[src/rtl/dmem_arbiter_pkg.sv]
// Shared types and defaults for the data-memory arbiter.
// The FSM state encoding and default bus widths are kept here so the top and bench agree.
package dmem_arbiter_pkg;

  localparam int AW_DEF = 32;
  localparam int DW_DEF = 32;

  typedef enum logic [1:0] {
    IDLE  = 2'd0,
    ISSUE = 2'd1,
    RESP  = 2'd2
  } state_e;

endpackage

[src/rtl/rr_arb2.sv]
// Two-input round-robin picker: a lone requester wins, and on a tie the
// master that was not granted last time wins. The output is one-hot.
module rr_arb2 (
  input  logic [1:0] req,
  input  logic       last,
  output logic [1:0] gnt
);

  always_comb begin
    gnt = 2'b00;
    case (req)
      2'b01:   gnt = 2'b01;
      2'b10:   gnt = 2'b10;
      2'b11:   gnt = last ? 2'b01 : 2'b10;
      default: gnt = 2'b00;
    endcase
  end

endmodule

[src/rtl/dmem_arbiter.sv]
// Shares one single-port blockram between the CPU data port (m0) and the
// VGA/debug port (m1). Each transaction takes IDLE -> ISSUE -> RESP.
module dmem_arbiter
  import dmem_arbiter_pkg::*;
#(
  parameter int AW = AW_DEF,
  parameter int DW = DW_DEF
) (
  input  logic            clk,
  input  logic            resetn,

  input  logic            m0_req,
  input  logic            m0_we,
  input  logic [DW/8-1:0] m0_be,
  input  logic [AW-1:0]   m0_addr,
  input  logic [DW-1:0]   m0_wdata,
  output logic            m0_gnt,
  output logic            m0_rvalid,
  output logic [DW-1:0]   m0_rdata,

  input  logic            m1_req,
  input  logic            m1_we,
  input  logic [DW/8-1:0] m1_be,
  input  logic [AW-1:0]   m1_addr,
  input  logic [DW-1:0]   m1_wdata,
  output logic            m1_gnt,
  output logic            m1_rvalid,
  output logic [DW-1:0]   m1_rdata,

  output logic [AW-1:0]   mem_addr,
  output logic [DW/8-1:0] mem_be,
  output logic [DW-1:0]   mem_wdata,
  output logic            mem_we,
  input  logic [DW-1:0]   mem_rdata
);

  state_e          state_q, state_d;
  logic            last_q, last_d;
  logic            owner_q, owner_d;
  logic            cap_we_q, cap_we_d;
  logic [DW/8-1:0] cap_be_q, cap_be_d;
  logic [AW-1:0]   cap_addr_q, cap_addr_d;
  logic [DW-1:0]   cap_wdata_q, cap_wdata_d;
  logic [1:0]      pick;

  rr_arb2 u_pick (
    .req  ({m1_req, m0_req}),
    .last (last_q),
    .gnt  (pick)
  );

  always_ff @(posedge clk or negedge resetn) begin
    if (!resetn) begin
      state_q     <= IDLE;
      last_q      <= 1'b1;
      owner_q     <= 1'b0;
      cap_we_q    <= 1'b0;
      cap_be_q    <= '0;
      cap_addr_q  <= '0;
      cap_wdata_q <= '0;
    end else begin
      state_q     <= state_d;
      last_q      <= last_d;
      owner_q     <= owner_d;
      cap_we_q    <= cap_we_d;
      cap_be_q    <= cap_be_d;
      cap_addr_q  <= cap_addr_d;
      cap_wdata_q <= cap_wdata_d;
    end
  end

  // Only the grant pulses depend on req; everything else comes from the captured copy.
  always_comb begin
    state_d     = state_q;
    last_d      = last_q;
    owner_d     = owner_q;
    cap_we_d    = cap_we_q;
    cap_be_d    = cap_be_q;
    cap_addr_d  = cap_addr_q;
    cap_wdata_d = cap_wdata_q;
    m0_gnt      = 1'b0;
    m1_gnt      = 1'b0;
    case (state_q)
      IDLE: begin
        if (pick != 2'b00) begin
          m0_gnt      = pick[0];
          m1_gnt      = pick[1];
          owner_d     = pick[1];
          last_d      = pick[1];
          cap_we_d    = pick[1] ? m1_we    : m0_we;
          cap_be_d    = pick[1] ? m1_be    : m0_be;
          cap_addr_d  = pick[1] ? m1_addr  : m0_addr;
          cap_wdata_d = pick[1] ? m1_wdata : m0_wdata;
          state_d     = ISSUE;
        end
      end
      ISSUE:   state_d = RESP;
      RESP:    state_d = IDLE;
      default: state_d = IDLE;
    endcase
  end

  // The address stays on the bus after ISSUE so the RAM output stays stable in RESP.
  always_comb begin
    mem_addr  = cap_addr_q;
    mem_wdata = cap_wdata_q;
    mem_be    = (state_q == ISSUE) ? cap_be_q : '0;
    mem_we    = (state_q == ISSUE) && cap_we_q;
    m0_rvalid = (state_q == RESP) && !owner_q;
    m1_rvalid = (state_q == RESP) && owner_q;
    m0_rdata  = (m0_rvalid && !cap_we_q) ? mem_rdata : '0;
    m1_rdata  = (m1_rvalid && !cap_we_q) ? mem_rdata : '0;
  end

endmodule
[config.mk]
export PLATFORM = sky130hd
export DESIGN_NAME = dmem_arbiter
export DESIGN_NICKNAME = d
export VERILOG_FILES = /design/src/rtl/dmem_arbiter_pkg.sv /design/src/rtl/rr_arb2.sv /design/src/rtl/dmem_arbiter.sv
export SDC_FILE = /design/constraint.sdc
export NUM_CORES = 1
export LEC_CHECK = 0
export BUFFER_PORTS_ARGS = -buffer_cell sky130_fd_sc_hd__buf_2
export CORE_AREA = 5 5 117 119
export CTS_CLUSTER_SIZE = 40
export DETAILED_ROUTE_END_ITERATION = 8
export DIE_AREA = 0 0 122 124
export PLACE_DENSITY = 0.73
export SYNTH_ARGS = -nofsm -noshare
export SYNTH_HDL_FRONTEND = slang
export SYNTH_SLANG_ARGS = --single-unit
[constraint.sdc]
create_clock -name clk -period 1.9 [get_ports clk]
set_input_delay 0.19 -clock clk [delete_from_list [all_inputs] [get_ports clk]]
set_output_delay 0.19 -clock clk [all_outputs]
set_load 0.05 [all_outputs]
### Yosys cells after proc, flatten, opt, wreduce, memory -nomap -nowiden

Index checks and enable logic that the tools add are counted.

| operators by class | value |
|---|---|
| add/subtract/negate cells | 0 |
| multipliers | 0 |
| divide/modulo/power cells | 0 |
| magnitude comparators | 0 |
| eq/ne operators | 6 |
| shifts and indexed selects | 0 |
| mux-type cells | 15 |
| bitwise gates (word level) | 0 |
| reduce and logical (&&, ||, !) cells | 10 |

Operators by type and width:

| kind | count |
|---|---|
| 32-bit two-way mux | 4 |
| 4-bit two-way mux | 2 |
| 2-bit == test (second input constant) | 3 |
| 2-bit case mux with 3 select lines | 1 |
| 1-bit logical AND | 5 |
| 1-bit two-way mux | 5 |
| 2-bit by 1-bit == test with 1-bit output (second input constant) | 2 |
| 2-bit two-way mux | 2 |
| 2-bit case mux with 2 select lines | 1 |
| 1-bit zero test | 2 |
| 2-bit zero test | 1 |
| 2-bit != test (second input constant) | 1 |
| 2-bit AND reduction | 1 |
| 2-bit nonzero test | 1 |

| word-level totals | value |
|---|---|
| flip-flop bits (word level) | 73 |
| bits in latches | 0 |
| RAM bits | 0 |
| ROM bits | 0 |
| input port bits | 174 |
| logic and storage cells | 38 |
| memories | 0 |

### Depth between registers and ports, before layout

Gate-level depths: netlist of run 1.

| depth | value |
|---|---|
| depth after elaboration | 5 |
| gate-level depth with buffers | 5 |
| gate-level depth less buffers | 4 |

### Hierarchy

A second synthesis of run 1 with hierarchy kept.

| second synthesis, totals | value |
|---|---|
| cells, all modules | 317 |
| area, all modules | 4,394.2 µm² |

Modules (own cells, without submodules):

| module | times used | cells each | area each (µm²) | sequential area each (µm²) |
|---|---|---|---|---|
| dmem_arbiter | 1 | 314 | 4,375.4 | 1,828.0 |
| rr_arb2 | 1 | 3 | 18.8 | 0.0 |

### Least setup slack after synthesis of run 1

No wires, ideal clock.

| timing path | value |
|---|---|
| path kind | register -> output |
| start | register state_q[0] |
| end | output port m0_rdata[10] |
| arrival time | 2,065 ps |
| data required time | 1,710 ps |
| slack | -355 ps |
| stages on the path, launching flop included | 5 |
| cells stage by stage | dfrtp_1 -> nor3b_2 -> and2b_1 -> clkbuf_1 -> and2_1 |

| on the way | value |
|---|---|
| longest elaborated chain between the ends | 4 |

Ends and longest elaborated chain:

| what | RTL line | source |
|---|---|---|
| start, declared | dmem_arbiter.sv:37 | `state_e state_q, state_d;` |
| start signal, assigned | dmem_arbiter.sv:62 | `state_q <= state_d;` |
| 2-bit == test | dmem_arbiter.sv:109 | `m0_rvalid = (state_q == RESP) && !owner_q;` |
| 1-bit logical AND | dmem_arbiter.sv:109 |  |
| net m0_rvalid | dmem_arbiter.sv:18 | `output logic m0_rvalid,` |
| 1-bit logical AND | dmem_arbiter.sv:111 | `m0_rdata = (m0_rvalid && !cap_we_q) ? mem_rdata : '0;` |
| 32-bit two-way mux | dmem_arbiter.sv:111 |  |
| end, declared | dmem_arbiter.sv:19 | `output logic [DW-1:0] m0_rdata,` |

The timed path passes the listed nets, and every way through them passes these cells.

### Worst setup path after layout of run 1

| timing path | value |
|---|---|
| start | register owner_q |
| end | output port m1_rdata[5] |

| on the way | value |
|---|---|
| longest elaborated chain between the ends | 3 |

Ends and longest elaborated chain:

| what | RTL line | source |
|---|---|---|
| start, declared | dmem_arbiter.sv:39 | `logic owner_q, owner_d;` |
| start signal, assigned | dmem_arbiter.sv:64 | `owner_q <= owner_d;` |
| 1-bit logical AND | dmem_arbiter.sv:110 | `m1_rvalid = (state_q == RESP) && owner_q;` |
| 1-bit logical AND | dmem_arbiter.sv:112 | `m1_rdata = (m1_rvalid && !cap_we_q) ? mem_rdata : '0;` |
| 32-bit two-way mux | dmem_arbiter.sv:112 |  |
| end, declared | dmem_arbiter.sv:28 | `output logic [DW-1:0] m1_rdata,` |

No other way between the ends.

==> results of run 1 <==
-- per-layer routing --
metal / up-vias / global-route usage, % / share of wire [%]
met4: 2 / 6.653 / 2.4
li1: 1960 / - / -
met2: 233 / 33.08 / 50
met1: 1935 / 20.48 / 37
met3: 22 / 5.404 / 10
met5: - / 0 / 0.086
-- stage by stage --
step | std cells | hold WS, ns
after floorplan | 370 | -0.1056
after global placement | 830 | 0.1766
after detailed placement | 830 | 0.1805
after CTS | 852 | 0.07624
after global routing | 854 | 0.07517
final | 854 | 0.08750
-- cell families (layout without fill, tap and decap cells) --
family / Yosys count / in the layout
compound gates: 92 / 92
buf+inv: 38 / 349
flops: 73 / 73
other cells: 0 / 1
simple gates: 167 / 167
-- registers in the layout, indices dropped and copies added, names as in the netlist --
| signal | count |
|---|---|
| mem_addr | 32 |
| mem_wdata | 32 |
| cap_be_q | 4 |
| state_q | 2 |
| cap_we_q | 1 |
| last_q | 1 |
| owner_q | 1 |
-- where the power goes --
| group | total, mW | internal (mW) | switching [mW] |
|---|---|---|---|
| sequential | 2.82 | 2.37 | 0.457 |
| clock | 1.49 | 0.875 | 0.612 |
| combinational | 7.12 | 2.18 | 4.94 |
-- Yosys cell counts --
master    count
dfrtp_1      72
and2_1       69
a221o_1      50
and3_1       50
nand2_1      38
clkbuf_1     26
a21oi_1      19
a31oi_1      19
buf_6         6
buf_2         3
a21o_1        2
and2b_1       2
buf_4         2
a21bo_2       1
a21boi_1      1
and3_4        1
and3b_1       1
dfstp_2       1
inv_1         1
nand2_2       1
nor2_4        1
nor2b_1       1
nor3_1        1
nor3b_2       1
or2_4         1
-- worst register-to-register path: stages (launching register included) --
cell and delay (ns):
dfstp_2 0.56, a21bo_2 0.26, and3_4 0.25, buf_4 0.14, buf_4 0.19, a221o_1 0.17
-- area by class of cell --
class	instances	area, µm²
fill	1190	6115
sequential	73	1831
timing repair buffer	332	2208
antenna	1	2.502
tap	172	215.2
inverter	1	3.754
clock buffer	12	236.5
clock inverter	4	20.02
multi-input combinational	259	1834
-- what timing repair did --
action	CTS	global route
gates resized for setup	66	81
endpoints found under the hold margin	32	0
buffers inserted	5	1
endpoints found under the setup margin	71	65
gates cloned	0	0
pin swaps	1	1
hold buffers	1	0
-- path summary, 6_finish.rpt --
check | startpoint | to | slack, ns
worst max register to register | last_q | mem_addr[30] | 0.26
worst max-delay path | owner_q | m1_rdata[5] | 0.04
min in group asynchronous | resetn | mem_wdata[23] | 0.37
worst min register to register | cap_be_q[0] | cap_be_q[0] | 0.50
max in group asynchronous | resetn | cap_be_q[1] | 0.96
worst min-delay path | m0_addr[0] | mem_addr[0] | 0.09
==> flow_metrics.tcl, run 1 <==
set metrics [dict create \
    outcome "finished clean" \
    viasPerCell 4.862 \
    yosysTopAreaCell "dfrtp_1" \
    clock-sinks 73 \
    worstSetupEndpointType "primary output" \
    setup_slack_ns 0.03707 \
    fin_crit_sh_pct 98.05 \
    hold_path_class "in2reg" \
    slowest_delay_ns 0.41 \
    critPathTopFamily "simple AND/OR/NAND/NOR gates" \
    slew-limit-headroom_pct 55.19 \
    grt_max_degree 41 \
    finalMaxSlewViolations 0 \
    gr-total-overflow 0 \
    synth_mux_area_share_pct 0 \
    drtPass1Iterations 4 \
    areaGrowthSynthToFinish_pct 69.54 \
    period_needed_ns 1.863 \
    finalHoldViolCount 0 \
    cp_max_fo 32 \
    ys_warn_count 0 \
    synth-simple-area-share_pct 25.95 \
    cts_tree "done" \
    synth_top_family_by_area "simple AND/OR/NAND/NOR gates" \
    power.total_mw 11.43 \
    tightest_slew_ns 0.6705 \
    synth_area_leaders "dfrtp_1, a221o_1, and2_1, and3_1, nand2_1" \
    synthCells 370 \
    dr_total_vias 4152 \
    synth_area_um2 3746 \
    num_rows 41 \
    nets 850 \
    stdcell_area_um2 6351 \
    boundaryPins 311 \
    postLayoutCoreUtil_pct 50.95 \
    die_w_um 122 \
    crit_arrival_ns 1.67 \
    yosys.cell_types.count 25 \
    setup_viol 0 \
    io_buffers 310 \
    cp-start-kind "flip-flop" \
    layout-drive-gt1-share_pct 60.94 \
    antenna_found_initial 3 \
    antenna_left 0 \
    irDropWorstVdd_mv 0.8738 \
    power_density_nw_per_um2 1799 \
    initial_core_util_pct 30.05 \
    avgSynthCellArea_um2 10.12 \
    die_area_um2 15130 \
    grt_usage_pct 18.31 \
    clk_pin_slew_ns 0.06 \
    dp_hpwl_mm 11.14 \
    drv_cap 0 \
    synth_nets 544 \
    synth-seq-cells 73 \
    clk_latency_ns 0.33 \
    cts_made_buffers 9 \
    gp_congestion 0.7756 \
    grt_pass1_wl_mm 21.32 \
    slowest_stage "dfrtp_1" \
    drc 0 \
    path_buf_inv 2 \
    post-place-ws_ns 0.1787 \
    totalWireLength_mm 15.11 \
    synth_compound_area_share_pct 19.94 \
    rr_worst_depth 5 \
    rsz0062_at_grt "yes" \
    yosysSeqAreaShare_pct 48.80 \
    mostFrequentLayoutCells "buf_2, dfrtp_1, buf_6" \
    die_h_um 124 \
    fmax_mhz 536.8 \
    grt_pass1_vias 4112 \
    cts-root-buf "clkbuf_16" \
    cp.depth 5 \
    core-area_um2 12470 \
    p_leak_nw 3.436 \
    finalClockSkew_ns 0.007543 \
    path_class "reg2out" \
    crit_path_cell_trace "and3b_2 -> and2b_1 -> buf_12 -> and2_2 -> buf_6" \
    cp.required_ns 1.71 \
    h-tree-depth 3 \
    routedWlPerCell_um 17.70 \
    hold_depth 2 \
    placed_cell_area_um2 5592 \
    tns_ns 0 \
    synthAdderAreaFrac_pct 0 \
    final_common_cell "buf_2" \
    first_iter_violations 235 \
    synth_xor_area_share_pct 0 \
    clock_path_buffers 2 \
    netlist.area_leader.share_pct 48.10 \
]
(Power assumes the default switching activity.)
==> run 2, diff against run 1 <==
--- a/config.mk
+++ b/config.mk
@@ -5,12 +5,13 @@
 export SDC_FILE = /design/constraint.sdc
 export NUM_CORES = 1
 export LEC_CHECK = 0
+export ABC_AREA = 1
 export BUFFER_PORTS_ARGS = -buffer_cell sky130_fd_sc_hd__buf_2
 export CORE_AREA = 5 5 117 119
 export CTS_CLUSTER_SIZE = 40
 export DETAILED_ROUTE_END_ITERATION = 8
 export DIE_AREA = 0 0 122 124
-export PLACE_DENSITY = 0.73
+export PLACE_DENSITY = 0.77
 export SYNTH_ARGS = -nofsm -noshare
 export SYNTH_HDL_FRONTEND = slang
 export SYNTH_SLANG_ARGS = --single-unit
==> run 2 against run 1 <==
Worst hold slack improved by 0.058 ns. Via count increased by 24%. Synthesized area increased by 13%. Count of clock-buffer cells in the layout decreased by 3. Highest routed layer unchanged. Sequential power decreased by 3%.
==> flow_metrics.tcl, run 2 <==
set metrics [dict create \
    outcome "finished clean" \
    synth_mux_area_share_pct 0 \
    clk_pin_slew_ns 0.06 \
    fin_crit_sh_pct 99.18 \
    yosysMostFrequentCell "nand2_1" \
    whs_ns 0.1453 \
    drtPass1Iterations 5 \
    synth_area_um2 4228 \
    antenna_found_initial 2 \
    initial_core_util_pct 33.92 \
    postLayoutCoreUtil_pct 54.82 \
    synthCells 656 \
    power.total_mw 11.16 \
    synth_edf_count 0 \
    dr_total_vias 5149 \
    clock-sinks 73 \
    synth-async-reset-ratio_pct 100.0 \
    dp_cells 1111 \
    synth_area_leaders "dfrtp_1, nand2_1, nand3_1, nor2_1, inv_1" \
    dp_hpwl_mm 12.65 \
    final_common_cell "nand2_1" \
    cts_tree "done" \
    path_class "reg2out" \
    setup_viol 0 \
    cp_max_fo 32 \
    cp-start-kind "flip-flop" \
    yosys.cell_types.count 18 \
    viasPerCell 4.549 \
    gp_congestion 0.8437 \
    layoutNonFillerInstCount 1132 \
    synth-simple-area-share_pct 46.55 \
    cts-root-buf "clkbuf_16" \
    slew-limit-headroom_pct 67.79 \
    grt_usage_pct 20.16 \
    drc 0 \
    synthAdderAreaFrac_pct 0 \
    p_leak_nw 4.112 \
    finalMaxSlewViolations 0 \
    yosysTopAreaCell "dfrtp_1" \
    totalWireLength_mm 16.49 \
    grt_max_degree 67 \
    clock_path_buffers 2 \
    synth_top_family_by_area "simple AND/OR/NAND/NOR gates" \
    n_fill_cell 1222 \
    clk_latency_ns 0.33 \
    cts_made_buffers 9 \
    ys.flop_type "dfrtp_1" \
    die_area_um2 15130 \
    synth_xor_area_share_pct 0 \
    power_density_nw_per_um2 1633 \
    tightest_slew_ns 0.4831 \
    finalHoldViolCount 0 \
    core-area_um2 12470 \
    period_needed_ns 1.884 \
    num_rows 41 \
    synth_compound_area_share_pct 0.2368 \
    synth-seq-cells 73 \
    die_h_um 124 \
    grt_pass1_wl_mm 23.87 \
    drv_cap 0 \
    avgSynthCellArea_um2 6.445 \
    hold_path_class "in2reg" \
    nets 1129 \
    antenna_left 0 \
    routedWlPerCell_um 14.56 \
    io_buffers 310 \
    worstSetupEndpointType "primary output" \
    gr-total-overflow 0 \
    fmax_mhz 530.7 \
    die_w_um 122 \
    first_iter_violations 212 \
    h-tree-depth 3 \
    ys_warn_count 0 \
    finalClockSkew_ns 0.004750 \
    yosysSeqAreaShare_pct 43.24 \
    synth_common_cells "nand2_1, dfrtp_1, nor2_1" \
    netlist.area_leader.share_pct 42.62 \
    grt_pass1_vias 4844 \
    mostFrequentLayoutCells "nand2_1, buf_2, dfrtp_1" \
    areaGrowthSynthToFinish_pct 61.65 \
    layout-drive-gt1-share_pct 43.80 \
    boundaryPins 311 \
    crit_arrival_ns 1.69 \
    irDropWorstVdd_mv 0.7778 \
    cp.required_ns 1.71 \
    synth_nets 830 \
]
==> run 2: final timing paths <==
path	startpoint	endpoint	slack (ns)	depth (start not counted)
max	state_q[0]	m0_rdata[17]	0.02	5
min	m0_addr[1]	mem_addr[1]	0.15	5
max reg2reg	last_q	cap_be_q[2]	0.34	7
min reg2reg	mem_wdata[14]	mem_wdata[14]	0.47	2
max in group asynchronous	resetn	last_q	0.91	3
min in group asynchronous	resetn	mem_wdata[16]	0.36	2
==> run 2: worst max-delay path, stage by stage, from the launching register on <==
cell,delay (ns)
dfrtp_2,0.44
nor3_4,0.23
nand2_2,0.07
buf_6,0.22
nor2_2,0.12
buf_2,0.27
==> run 2: cell type report <==
type / instances / area, µm² / area share (%)
Multi-Input combinational cell: 479 / 2318 / 33.93
Antenna cell: 1 / 2.502 / 0.03662
Sequential cell: 73 / 1829 / 26.77
Clock inverter: 6 / 36.28 / 0.5309
Clock buffer: 9 / 225.2 / 3.295
Timing Repair Buffer: 330 / 1974 / 28.89
Inverter: 62 / 232.7 / 3.405
Tap cell: 172 / 215.2 / 3.149
==> run 2: power breakdown <==
group / switching (mW) / internal [mW] / leakage (nW) / total (mW)
registers: 0.408 / 2.32 / 0.899 / 2.73
logic: 5.27 / 1.66 / 3.08 / 6.94
clock network: 0.626 / 0.867 / 0.131 / 1.49
total: 6.31 / 4.85 / 4.11 / 11.2
==> run 2: kinds of logic after synthesis <==
| logic type | Yosys count |
|---|---|
| flip-flops | 73 |
| AO/OA/AOI/OAI | 2 |
| buffers and inverters | 104 |
| AND/OR/NAND/NOR | 477 |
==> run 2: through the flow <==
step	instance area, µm²	TNS, ns	setup slack, ns
finish	6834	0	0.01563
global route	6834	-0.08759	-0.02885
CTS	6674	-0.01299	-0.01299
detailed placement	6311	0	0.2923
global placement	6311	0	0.3406
floorplan	4588	-4.205	-0.1365
==> run 2: what timing repair did <==
item                                    4_1_cts  5_1_grt
hold buffers                                  1        0
resized for setup                            36       42
setup buffers                                 0        3
pin swaps                                     0        2
hold endpoints to repair                     33        0
gates cloned                                  0        1
endpoints found under the setup margin       65       63
==> run 2: routing by layer <==
layer,share of wire [%],track usage [%],wire [µm],up-vias
met1,37,22.11,6075,2342
met4,1.9,6.162,310,2
met2,53,38.12,8794,203
li1,-,-,-,2577
met5,0.055,0,9,-
met3,7.9,5.177,1298,25
